<file path="config.mk">
export PLATFORM = sky130hd
export DESIGN_NAME = cache_bus_arbiter
export DESIGN_NICKNAME = d
export VERILOG_FILES = /design/src/rtl/cache_bus_arbiter.sv
export SDC_FILE = /design/constraint.sdc
export NUM_CORES = 1
export LEC_CHECK = 0
export ABC_AREA = 0
export CORE_AREA = 5 5 201 203
export DETAILED_ROUTE_END_ITERATION = 12
export DIE_AREA = 0 0 206 208
export GPL_TIMING_DRIVEN = 0
export PLACE_DENSITY_LB_ADDON = 0.3
export SYNTH_ARGS = -nofsm -noshare
export SYNTH_HDL_FRONTEND = slang
export SYNTH_SLANG_ARGS = --single-unit
</file>
<file path="constraint.sdc">
create_clock -name clk -period 2 [get_ports clk]
set_clock_uncertainty 0.2 [all_clocks]
set_input_delay 0.2 -clock clk [delete_from_list [all_inputs] [get_ports clk]]
set_output_delay 0.2 -clock clk [all_outputs]
set_load 0.01 [all_outputs]
</file>
<file path="src/rtl/cache_bus_arbiter.sv">
// cache_bus_arbiter: shares one system-bus port between I-cache (m0) and D-cache (m1).
// Define ARB_ROUND_ROBIN_EN to alternate grants on contention; otherwise m1 always wins.
module cache_bus_arbiter #(
  parameter int ADDR_W = 32,
  parameter int DATA_W = 32
) (
  input  logic              clk,
  input  logic              rst,
  input  logic              m0_readAddr_valid,
  output logic              m0_readAddr_ready,
  input  logic [ADDR_W-1:0] m0_readAddr,
  output logic              m0_readData_valid,
  input  logic              m0_readData_ready,
  output logic [DATA_W-1:0] m0_readData,
  input  logic              m0_writeAddr_valid,
  output logic              m0_writeAddr_ready,
  input  logic              m0_writeData_valid,
  output logic              m0_writeData_ready,
  input  logic [ADDR_W-1:0] m0_writeAddr,
  input  logic [DATA_W-1:0] m0_writeData,
  input  logic [3:0]        m0_writeStrb,
  output logic              m0_writeResp_valid,
  input  logic              m0_writeResp_ready,
  output logic [31:0]       m0_writeResp_msg,
  input  logic              m1_readAddr_valid,
  output logic              m1_readAddr_ready,
  input  logic [ADDR_W-1:0] m1_readAddr,
  output logic              m1_readData_valid,
  input  logic              m1_readData_ready,
  output logic [DATA_W-1:0] m1_readData,
  input  logic              m1_writeAddr_valid,
  output logic              m1_writeAddr_ready,
  input  logic              m1_writeData_valid,
  output logic              m1_writeData_ready,
  input  logic [ADDR_W-1:0] m1_writeAddr,
  input  logic [DATA_W-1:0] m1_writeData,
  input  logic [3:0]        m1_writeStrb,
  output logic              m1_writeResp_valid,
  input  logic              m1_writeResp_ready,
  output logic [31:0]       m1_writeResp_msg,
  output logic              s_readAddr_valid,
  input  logic              s_readAddr_ready,
  output logic [ADDR_W-1:0] s_readAddr,
  input  logic              s_readData_valid,
  output logic              s_readData_ready,
  input  logic [DATA_W-1:0] s_readData,
  output logic              s_writeAddr_valid,
  input  logic              s_writeAddr_ready,
  output logic              s_writeData_valid,
  input  logic              s_writeData_ready,
  output logic [ADDR_W-1:0] s_writeAddr,
  output logic [DATA_W-1:0] s_writeData,
  output logic [3:0]        s_writeStrb,
  input  logic              s_writeResp_valid,
  output logic              s_writeResp_ready,
  input  logic [31:0]       s_writeResp_msg,
  output logic              arb_grant,
  output logic              arb_busy
);

  typedef enum logic [2:0] {
    IDLE, RD_ADDR, RD_DATA, WR_ADDR, WR_RESP
  } state_e;

  state_e state_q;
  logic   grant_q;
  logic   wreq0, wreq1, req0, req1;
  logic   win, win_wr;
  logic   ra_rdy, rd_vld, w_rdy, wr_vld;

  logic              o_ra_valid, o_wa_valid, o_wd_valid;
  logic              o_rd_ready, o_wr_ready;
  logic [ADDR_W-1:0] o_ra, o_wa;
  logic [DATA_W-1:0] o_wd;
  logic [3:0]        o_strb;

  assign wreq0 = m0_writeAddr_valid & m0_writeData_valid;
  assign wreq1 = m1_writeAddr_valid & m1_writeData_valid;
  assign req0  = wreq0 | m0_readAddr_valid;
  assign req1  = wreq1 | m1_readAddr_valid;

  assign o_ra_valid = grant_q ? m1_readAddr_valid  : m0_readAddr_valid;
  assign o_wa_valid = grant_q ? m1_writeAddr_valid : m0_writeAddr_valid;
  assign o_wd_valid = grant_q ? m1_writeData_valid : m0_writeData_valid;
  assign o_rd_ready = grant_q ? m1_readData_ready  : m0_readData_ready;
  assign o_wr_ready = grant_q ? m1_writeResp_ready : m0_writeResp_ready;
  assign o_ra       = grant_q ? m1_readAddr  : m0_readAddr;
  assign o_wa       = grant_q ? m1_writeAddr : m0_writeAddr;
  assign o_wd       = grant_q ? m1_writeData : m0_writeData;
  assign o_strb     = grant_q ? m1_writeStrb : m0_writeStrb;

`ifdef ARB_ROUND_ROBIN_EN
  logic last_grant_q;
  assign win = (req0 & req1) ? ~last_grant_q : req1;
`else
  assign win = req1;
`endif
  assign win_wr = win ? wreq1 : wreq0;

  always_ff @(posedge clk or posedge rst) begin
    if (rst) begin
      state_q      <= IDLE;
      grant_q      <= 1'b0;
`ifdef ARB_ROUND_ROBIN_EN
      last_grant_q <= 1'b0;
`endif
    end else begin
      unique case (state_q)
        IDLE: if (req0 | req1) begin
          grant_q      <= win;
`ifdef ARB_ROUND_ROBIN_EN
          last_grant_q <= win;
`endif
          state_q      <= win_wr ? WR_ADDR : RD_ADDR;
        end
        RD_ADDR: if (o_ra_valid & s_readAddr_ready) state_q <= RD_DATA;
        RD_DATA: if (s_readData_valid & o_rd_ready) state_q <= IDLE;
        WR_ADDR: if (o_wa_valid & o_wd_valid & w_rdy) state_q <= WR_RESP;
        WR_RESP: if (s_writeResp_valid & o_wr_ready) state_q <= IDLE;
        default: state_q <= IDLE;
      endcase
    end
  end

  // Only the current phase's handshake is routed; all others stay low.
  always_comb begin
    s_readAddr_valid  = 1'b0;
    s_readData_ready  = 1'b0;
    s_writeAddr_valid = 1'b0;
    s_writeData_valid = 1'b0;
    s_writeResp_ready = 1'b0;
    ra_rdy = 1'b0;
    rd_vld = 1'b0;
    w_rdy  = 1'b0;
    wr_vld = 1'b0;
    unique case (state_q)
      RD_ADDR: begin
        s_readAddr_valid = o_ra_valid;
        ra_rdy           = s_readAddr_ready;
      end
      RD_DATA: begin
        s_readData_ready = o_rd_ready;
        rd_vld           = s_readData_valid;
      end
      WR_ADDR: begin
        s_writeAddr_valid = o_wa_valid;
        s_writeData_valid = o_wd_valid;
        w_rdy             = s_writeAddr_ready & s_writeData_ready;
      end
      WR_RESP: begin
        s_writeResp_ready = o_wr_ready;
        wr_vld            = s_writeResp_valid;
      end
      default: ;
    endcase
  end

  assign m0_readAddr_ready  = ra_rdy & ~grant_q;
  assign m1_readAddr_ready  = ra_rdy &  grant_q;
  assign m0_readData_valid  = rd_vld & ~grant_q;
  assign m1_readData_valid  = rd_vld &  grant_q;
  assign m0_writeAddr_ready = w_rdy  & ~grant_q;
  assign m1_writeAddr_ready = w_rdy  &  grant_q;
  assign m0_writeData_ready = w_rdy  & ~grant_q;
  assign m1_writeData_ready = w_rdy  &  grant_q;
  assign m0_writeResp_valid = wr_vld & ~grant_q;
  assign m1_writeResp_valid = wr_vld &  grant_q;

  assign s_readAddr  = o_ra;
  assign s_writeAddr = o_wa;
  assign s_writeData = o_wd;
  assign s_writeStrb = o_strb;

  assign m0_readData      = s_readData;
  assign m1_readData      = s_readData;
  assign m0_writeResp_msg = s_writeResp_msg;
  assign m1_writeResp_msg = s_writeResp_msg;

  assign arb_grant = grant_q;
  assign arb_busy  = (state_q != IDLE);

endmodule
</file>
; Word-level counts from Yosys, hierarchy flattened
; Cells that the tools add are included.
[op_classes]
mux = 26
n_bitwise = 20
n_eq_ne = 9
reduce_logical = 4
[ops]
columns = op, n
row1 = $mux 32, 3
row2 = $and 1x1->1, 16
row3 = $mux 1, 15
row4 = $mux 3, 5
row5 = $pmux 3 s5, 1
row6 = $ne 2x2->1 const B, 5
row7 = $eq 3x2->1 const B, 2
row8 = $reduce_and 5->1, 1
row9 = $mux 4, 1
row10 = $eq 3x1->1 const B, 1
row11 = $eq 3x3->1 const B, 1
row12 = $logic_not 3->1, 1
row13 = $or 1x1->1, 3
row14 = $reduce_bool 3->1, 1
row15 = $mux 2, 1
row16 = $reduce_and 2->1, 1
row17 = $not 1->1, 1
[totals]
input_bits = 281
ff_bits = 4
output_inout_bits = 245
elab_cells = 61

; Logic depth before layout (Yosys ltp)
; Gate-level depths: netlist (run 1).
[depth]
word_depth = 6
mapped_depth = 6
ltp_nobuf = 4

; Worst setup path before layout (run 1)
; OpenSTA, ideal clock, no wires.
[synth_path]
path_type = register to output
startpoint = reg grant_q (netlist: arb_grant)
endpoint = out m1_writeData_ready
required_time_ns = 1.600
path_stages_with_launch = 7
arrival_time_ns = 1.301
slack_ns = 0.299
n_path_buf = 4
path_cell_list = dfrtp_1 > buf_6 > buf_4 > buf_4 > inv_1 > nor2_1 > buf_4
[synth_via]
elab_chain_cells = 1
[synth_lines]
columns = item, line_no
row1 = "start, declared", 66  ; logic grant_q;
row2 = "start signal, assigned", 110  ; grant_q <= win;
row3 = $and 1x1->1, -
row4 = "end, declared", 34  ; output logic m1_writeData_ready,
; No other way between the ends.

; Worst setup path after layout (run 1)
[layout_path]
startpoint = reg grant_q (netlist: arb_grant)
endpoint = out s_writeAddr[25]
[layout_via]
elab_chain_cells = 1
[layout_lines]
columns = item, line_no
row1 = $mux 32, 88  ; assign o_wa = grant_q ? m1_writeAddr : m0_writeAddr;
row2 = "end, declared", 51  ; output logic [ADDR_W-1:0] s_writeAddr,
; No other way between the ends.

==> results.md, run 1 <==
* Pwr Density at 792 nW/µm²
* Worst-path maximum fanout at 5
* # diodes at 0
* Iter 0 DRT Violations at 82
* DP Cell Count at 1,284
* Port Buffers at 461
* EDFF count, synth at 0
* Worst slew pin tran at 0.284 ns
* Initial core utilization at 6.85%
* Netlist cell types at 29
* Drt drc at 0
* Most used DFF post-synth: dfrtp_1
* Synthesized Nets at 586
* Total track usage at 8.50%
* CTS Buf Count at 3
* RSZ-0062 raised after global routing: yes
* Power Internal at 4360 µW
* #FFs+latches synth at 4
* Post-Syn Area at 2620 µm²
* Die Span Y at 208 µm
* Layout Nets at 1,075
* CTS H-tree lvls at 1
* Tot Pwr at 6880 µW
* Tmin final at 2.09 ns
* Vias at 3,953
* Clock root buffer: clkbuf_16
* Max Cap Violations at 0
* Sw frac at 36.6%
* Gr ovfl total at 0
* Routed wire length per instance at 15.7 µm
* Fin crit share at 105%
* Routed Wire Length at 20,500 µm
* Fraction of layout cells with a size suffix above 1 at 49.2%
* Worst Path Required at 1.60 ns
* HP Class: flop to flop
* Synth Warn # at 0
* Post-synth ARST share at 100%
* Final GP Congestion at 0.757
* Vias in the first global route at 4,207
* Leak Pwr at 0.00380 µW
* F_max at 477 MHz
* Clock Path Buffers at 2
* Worst Path Arrival at 1.69 ns
* Worst Slack Setup Final at -0.0948 ns
* Avg Inst Size Synth at 8.59 µm²
* Seq/Total Area, Yosys at 3.82%
* I/O pins at 526
* Final Hold Viols at 0
* DRT Pass-1 Iters at 4
* Critical path type: flop to output pin
* Max-slew violations at 0
* Latest clock arrival within the worst-skew pair at 0.23 ns
* Failing checks: negative setup slack
* Status: finished with violations
* Crit end category: output pin
* Detail Route Antenna Nets at 0
* Rows at 72
* Worst IR Drop VDD at 0.423 mV
* Switching power at 2510 µW
* Global-route wire length before repair at 27,300 µm
* Largest net degree at the start of global routing at 11
* Synth-to-Final Area Change at 231%
* Die area at 42,800 µm²
* Comb power frac at 93.0%
* Worst setup SP type: flop
* Max_slew headroom at 81.1%
* Non-filler cells, final at 1,310
* Final Setup Violations at 20
* Cells after synthesis at 305
* Filler cell count at 4,160
* Detailed Place HPWL at 17,900 µm
* Die width at 206 µm
* Via density per instance at 3.02
* Initial antenna violation count at 4
* CTS Sinks at 4
* CORE AREA at 38,300 µm²
* Clock transition at path regs at 0.03 ns
* CTS tree: done
* Sequential share of power at 2.4%
* Clk network pwr share at 4.6%
[through the flow]
stage / instance area [µm²] / setup slack [ns] / setup TNS, ns / util [%] / hold slack (ns)
4_1_cts: 8390 / -0.132 / -2.07 / 21.9 / 0.383
6_report: 8680 / -0.0948 / -0.463 / 22.7 / 0.381
3_3_place_gp: 7880 / -0.397 / -24.43 / 20.6 / 0.209
3_5_place_dp: 7880 / -0.402 / -26.12 / 20.6 / 0.208
2_1_floorplan: 2620 / 0.299 / 0 / - / -0.234
5_1_grt: 8680 / -0.140 / -2.57 / 22.7 / 0.417
[power by group through the flow]
stage | logic (µW) | registers, µW | clock network [µW]
after floorplan | 2310 | 144 | 0
after global placement | 4940 | 145 | 0
after detailed placement | 4920 | 148 | 0
after CTS | 6080 | 155 | 318
after global routing | 6800 | 167 | 320
final | 6400 | 165 | 313
[worst paths after layout]
kind / from / slack (ns) / cells after the start / end
hold / removal: state_q[2] / 0.38 / 2 / arb_grant
setup / recovery: arb_grant / -0.09 / 7 / s_writeAddr[25]
setup reg to reg: arb_grant / 0.15 / 7 / state_q[1]
hold reg to reg: state_q[2] / 0.38 / 2 / arb_grant
max in group asynchronous: rst / 0.88 / 3 / state_q[0]
min in group asynchronous: rst / 0.55 / 3 / arb_grant
[cell usage after synthesis (2+ instances only)]
library cell / n / area (µm²)
buf_4: 133 / 998
a21oi_1: 2 / 10.0
o21ai_0: 3 / 15.0
buf_6: 2 / 22.5
mux2_2: 101 / 1140
mux2i_1: 3 / 30.0
nor2_1: 14 / 52.6
and2_1: 2 / 12.5
nand3_1: 4 / 20.0
inv_1: 4 / 15.0
buf_2: 9 / 45.0
dfrtp_1: 4 / 100
nand2_1: 8 / 30.0
[per-layer routing]
metal / vias to the layer above / wire length (µm) / global-route usage [%]
li1: 1885 / - / -
met1: 1792 / 7100 / 8.89
met2: 256 / 10900 / 16.2
met3: 12 / 2380 / 3.29
met4: 8 / 126 / 1.42
met5: - / 49 / 0
[sequential cells by signal (all words and copies together), names as in the netlist]
name and count:
state_q 3, arb_grant 1
[area by class of cell]
cell class	count	area [µm²]	area share (%)
repair buffers	487	4930	56.8
multi-input cells	152	1730	19.9
inverters	4	15.0	0.173
plain buffers	142	1180	13.6
flip-flops and latches	4	101	1.17
clock buffers	3	75.1	0.865
well taps	518	648	7.46
[layout by cell type (no fill, tap or decap), drive strengths merged]
master | Yosys | routed
a2bb2oi | 2 | 2
clkdlybuf4s50 | 0 | 345
a21oi | 2 | 2
nand4b | 1 | 1
dlygate4sd3 | 0 | 1
o32ai | 1 | 1
dlygate4sd2 | 0 | 11
and3 | 1 | 1
inv | 4 | 4
clkdlybuf4s15 | 0 | 5
buf | 144 | 261
or2 | 1 | 1
nand2 | 8 | 8
o21ai | 4 | 4
nor3b | 1 | 1
mux2i | 3 | 3
nor2 | 14 | 14
dfrtp | 4 | 4
or3 | 1 | 1
and3b | 1 | 1
mux2 | 102 | 102
and2 | 2 | 2
nor3 | 1 | 1
nand3 | 4 | 4
o211ai | 2 | 2
clkbuf | 1 | 9
o31ai | 1 | 1
[repair_timing]
item | in CTS | in global routing
gates cloned | 6 | 2
endpoints found under the setup margin | 116 | 84
setup buffers | 14 | 6
gates resized for setup | 533 | 95
hold endpoints to repair | 4 | 0
pin swaps | 2 | 2
hold buffers | 1 | 0
[critical path, stage by stage (launching register included)]
cell     delay [ns]
dfrtp_1        0.37
buf_6          0.16
buf_16         0.14
buf_12         0.12
buf_16         0.13
buf_6          0.11
mux2_4         0.29
buf_6          0.13
[logic make-up after synthesis]
family          synth area share, %
compound gates                 3.44
buf+inv                        41.4
flops                          3.82
mux                            45.1
simple gates                   6.25
Power figures use the tool's default switching activity.
==> run 2: changes to the inputs <==
--- a/config.mk
+++ b/config.mk
@@ -6,9 +6,13 @@
 export NUM_CORES = 1
 export LEC_CHECK = 0
 export ABC_AREA = 0
-export CORE_AREA = 5 5 201 203
+export CAP_MARGIN = 20
+export CELL_PAD_IN_SITES_DETAIL_PLACEMENT = 0
+export CELL_PAD_IN_SITES_GLOBAL_PLACEMENT = 1
+export CORE_AREA = 5 5 202 204
+export CTS_BUF_LIST = sky130_fd_sc_hd__clkbuf_16
 export DETAILED_ROUTE_END_ITERATION = 12
-export DIE_AREA = 0 0 206 208
+export DIE_AREA = 0 0 207 209
 export GPL_TIMING_DRIVEN = 0
 export PLACE_DENSITY_LB_ADDON = 0.3
 export SYNTH_ARGS = -nofsm -noshare
==> results.md, run 2 (synthesis gave the netlist of run 1 again) <==
* Status: finished with violations
* Failing checks: negative setup slack
* Non-filler cells, final at 1,324
* Drt drc at 0
* DRT Pass-1 Iters at 4
* HP Class: input port to async pin
* Total track usage at 9.21%
* Die area at 43,300 µm²
* Routed wire length per instance at 16.5 µm
* Layout Nets at 1,081
* Final Setup Violations at 40
* R2R depth at 7
* Design area at 8810 µm²
* Rows at 73
* Leak Pwr at 0.00391 µW
* Global-route wire length before repair at 30,100 µm
* CTS Buf Count at 3
* Final GP Congestion at 0.779
* Crit end category: output pin
* Die width at 207 µm
* Latest clock arrival within the worst-skew pair at 0.23 ns
* Detailed Place HPWL at 19,200 µm
* Largest net degree at the start of global routing at 11
* Tot Pwr at 7260 µW
* Util after Layout at 22.5%
* CTS tree: done
* Iter 0 DRT Violations at 63
* I/O pins at 526
* CORE AREA at 39,100 µm²
* Top reg by flops: state_q
* Routed Wire Length at 21,900 µm
* Worst Path Arrival at 1.68 ns
* CTS Sinks at 4
* Tmin final at 2.08 ns
* Clock transition at path regs at 0.03 ns
* Gr ovfl total at 0
* Port Buffers at 461
* Worst slew pin tran at 0.277 ns
* Worst Path Required at 1.60 ns
* Most common cell after layout, fill and taps aside: clkdlybuf4s50_1
* Pwr Density at 823 nW/µm²
* CTS H-tree lvls at 1
* Max reg flops at 3
* Worst-path maximum fanout at 6
* F_max at 482 MHz
* Max-slew violations at 0
* R2r setup slk at 0.27 ns
* Clock root buffer: clkbuf_16
* Worst setup SP type: flop
* Synth-to-Final Area Change at 236%
* Max Cap Violations at 0
* Worst IR Drop VDD at 0.483 mV
* Detail Route Antenna Nets at 0
* Critical path type: flop to output pin
* DP Cell Count at 1,291
* RSZ-0062 raised after global routing: yes
* Vias at 3,998
* Final Hold Viols at 0
* Die Span Y at 209 µm
* Most frequent cells in the layout: 345 x clkdlybuf4s50_1, 138 x buf_4, 77 x buf_6
* Vias in the first global route at 4,571
* Filler cell count at 4,375
* Placed cell areas at 7890 µm²
* Clock Path Buffers at 2
* Initial antenna violation count at 3
* TNS Setup at -1.35 ns
* Fin crit share at 104%
* Via density per instance at 3.02
* Fraction of layout cells with a size suffix above 1 at 49.6%
* Initial core utilization at 6.71%
* Max_slew headroom at 81.2%
* Worst Slack Setup Final at -0.0761 ns
[run 2: cell count changes in the layout (fill, tap and decap cells not counted), moves of 2 or more]
cell	before	now
buf_8	2	5
buf_2	31	16
buf_6	72	77
mux2_4	57	60
clkdlybuf4s15_1	4	2
mux2_2	45	42
clkbuf_2	3	14
buf_12	14	17
[run 2: what timing repair did]
| action | CTS | global route |
|---|---|---|
| hold buffers | 0 | 0 |
| resized for setup | 542 | 106 |
| gates cloned | 7 | 2 |
| setup buffers | 21 | 8 |
| pin swaps | 0 | 2 |
| setup endpoints to repair | 116 | 100 |
[run 2: per-layer routing]
metal	part of all wire (%)	GRT usage (%)
met4	1.7	1.69
met3	10	3.99
met1	32	8.36
met2	56	18.8
met5	0.12	0
[run 2: where the power goes]
part / total [µW] / leakage (µW) / internal (µW) / switching (µW)
sequential: 160 / 0.0000473 / 118 / 42.0
combinational: 6780 / 0.00383 / 4270 / 2510
clock: 313 / 0.0000370 / 256 / 57.6
total: 7260 / 0.00391 / 4650 / 2610
[run 2: final cells by class]
class,count,area (µm²),share of cell area (%)
repair buffers,492,5060,57.4
plain buffers,143,1200,13.7
flip-flops and latches,4,101,1.15
diodes,1,2.50,0.0284
well taps,525,657,7.45
inverters,4,15.0,0.170
clock buffers,3,75.1,0.852
multi-input cells,152,1700,19.3
[run 2: worst paths after layout]
| kind | start | to |
|---|---|---|
| hold / removal | rst | arb_grant |
| max in group asynchronous | rst | state_q[0] |
| setup / recovery | arb_grant | s_writeData[23] |
| hold reg to reg | state_q[2] | arb_grant |
| min in group clk | state_q[2] | arb_grant |
| setup reg to reg | arb_grant | state_q[1] |
[run 2: metrics by stage]
step                setup WS [ns]  hold WS, ns
detailed placement         -0.520        0.280
finish                    -0.0761      0.00847
global placement           -0.531        0.287
CTS                        -0.241       0.0425
global route               -0.114       0.0542
floorplan                   0.299       -0.234
[run 2: worst max-delay path, stage by stage, from the launching register on]
cell	delay, ns
dfrtp_1	0.39
buf_8	0.15
buf_12	0.14
buf_8	0.12
buf_16	0.12
buf_6	0.11
mux2_4	0.29
buf_6	0.12
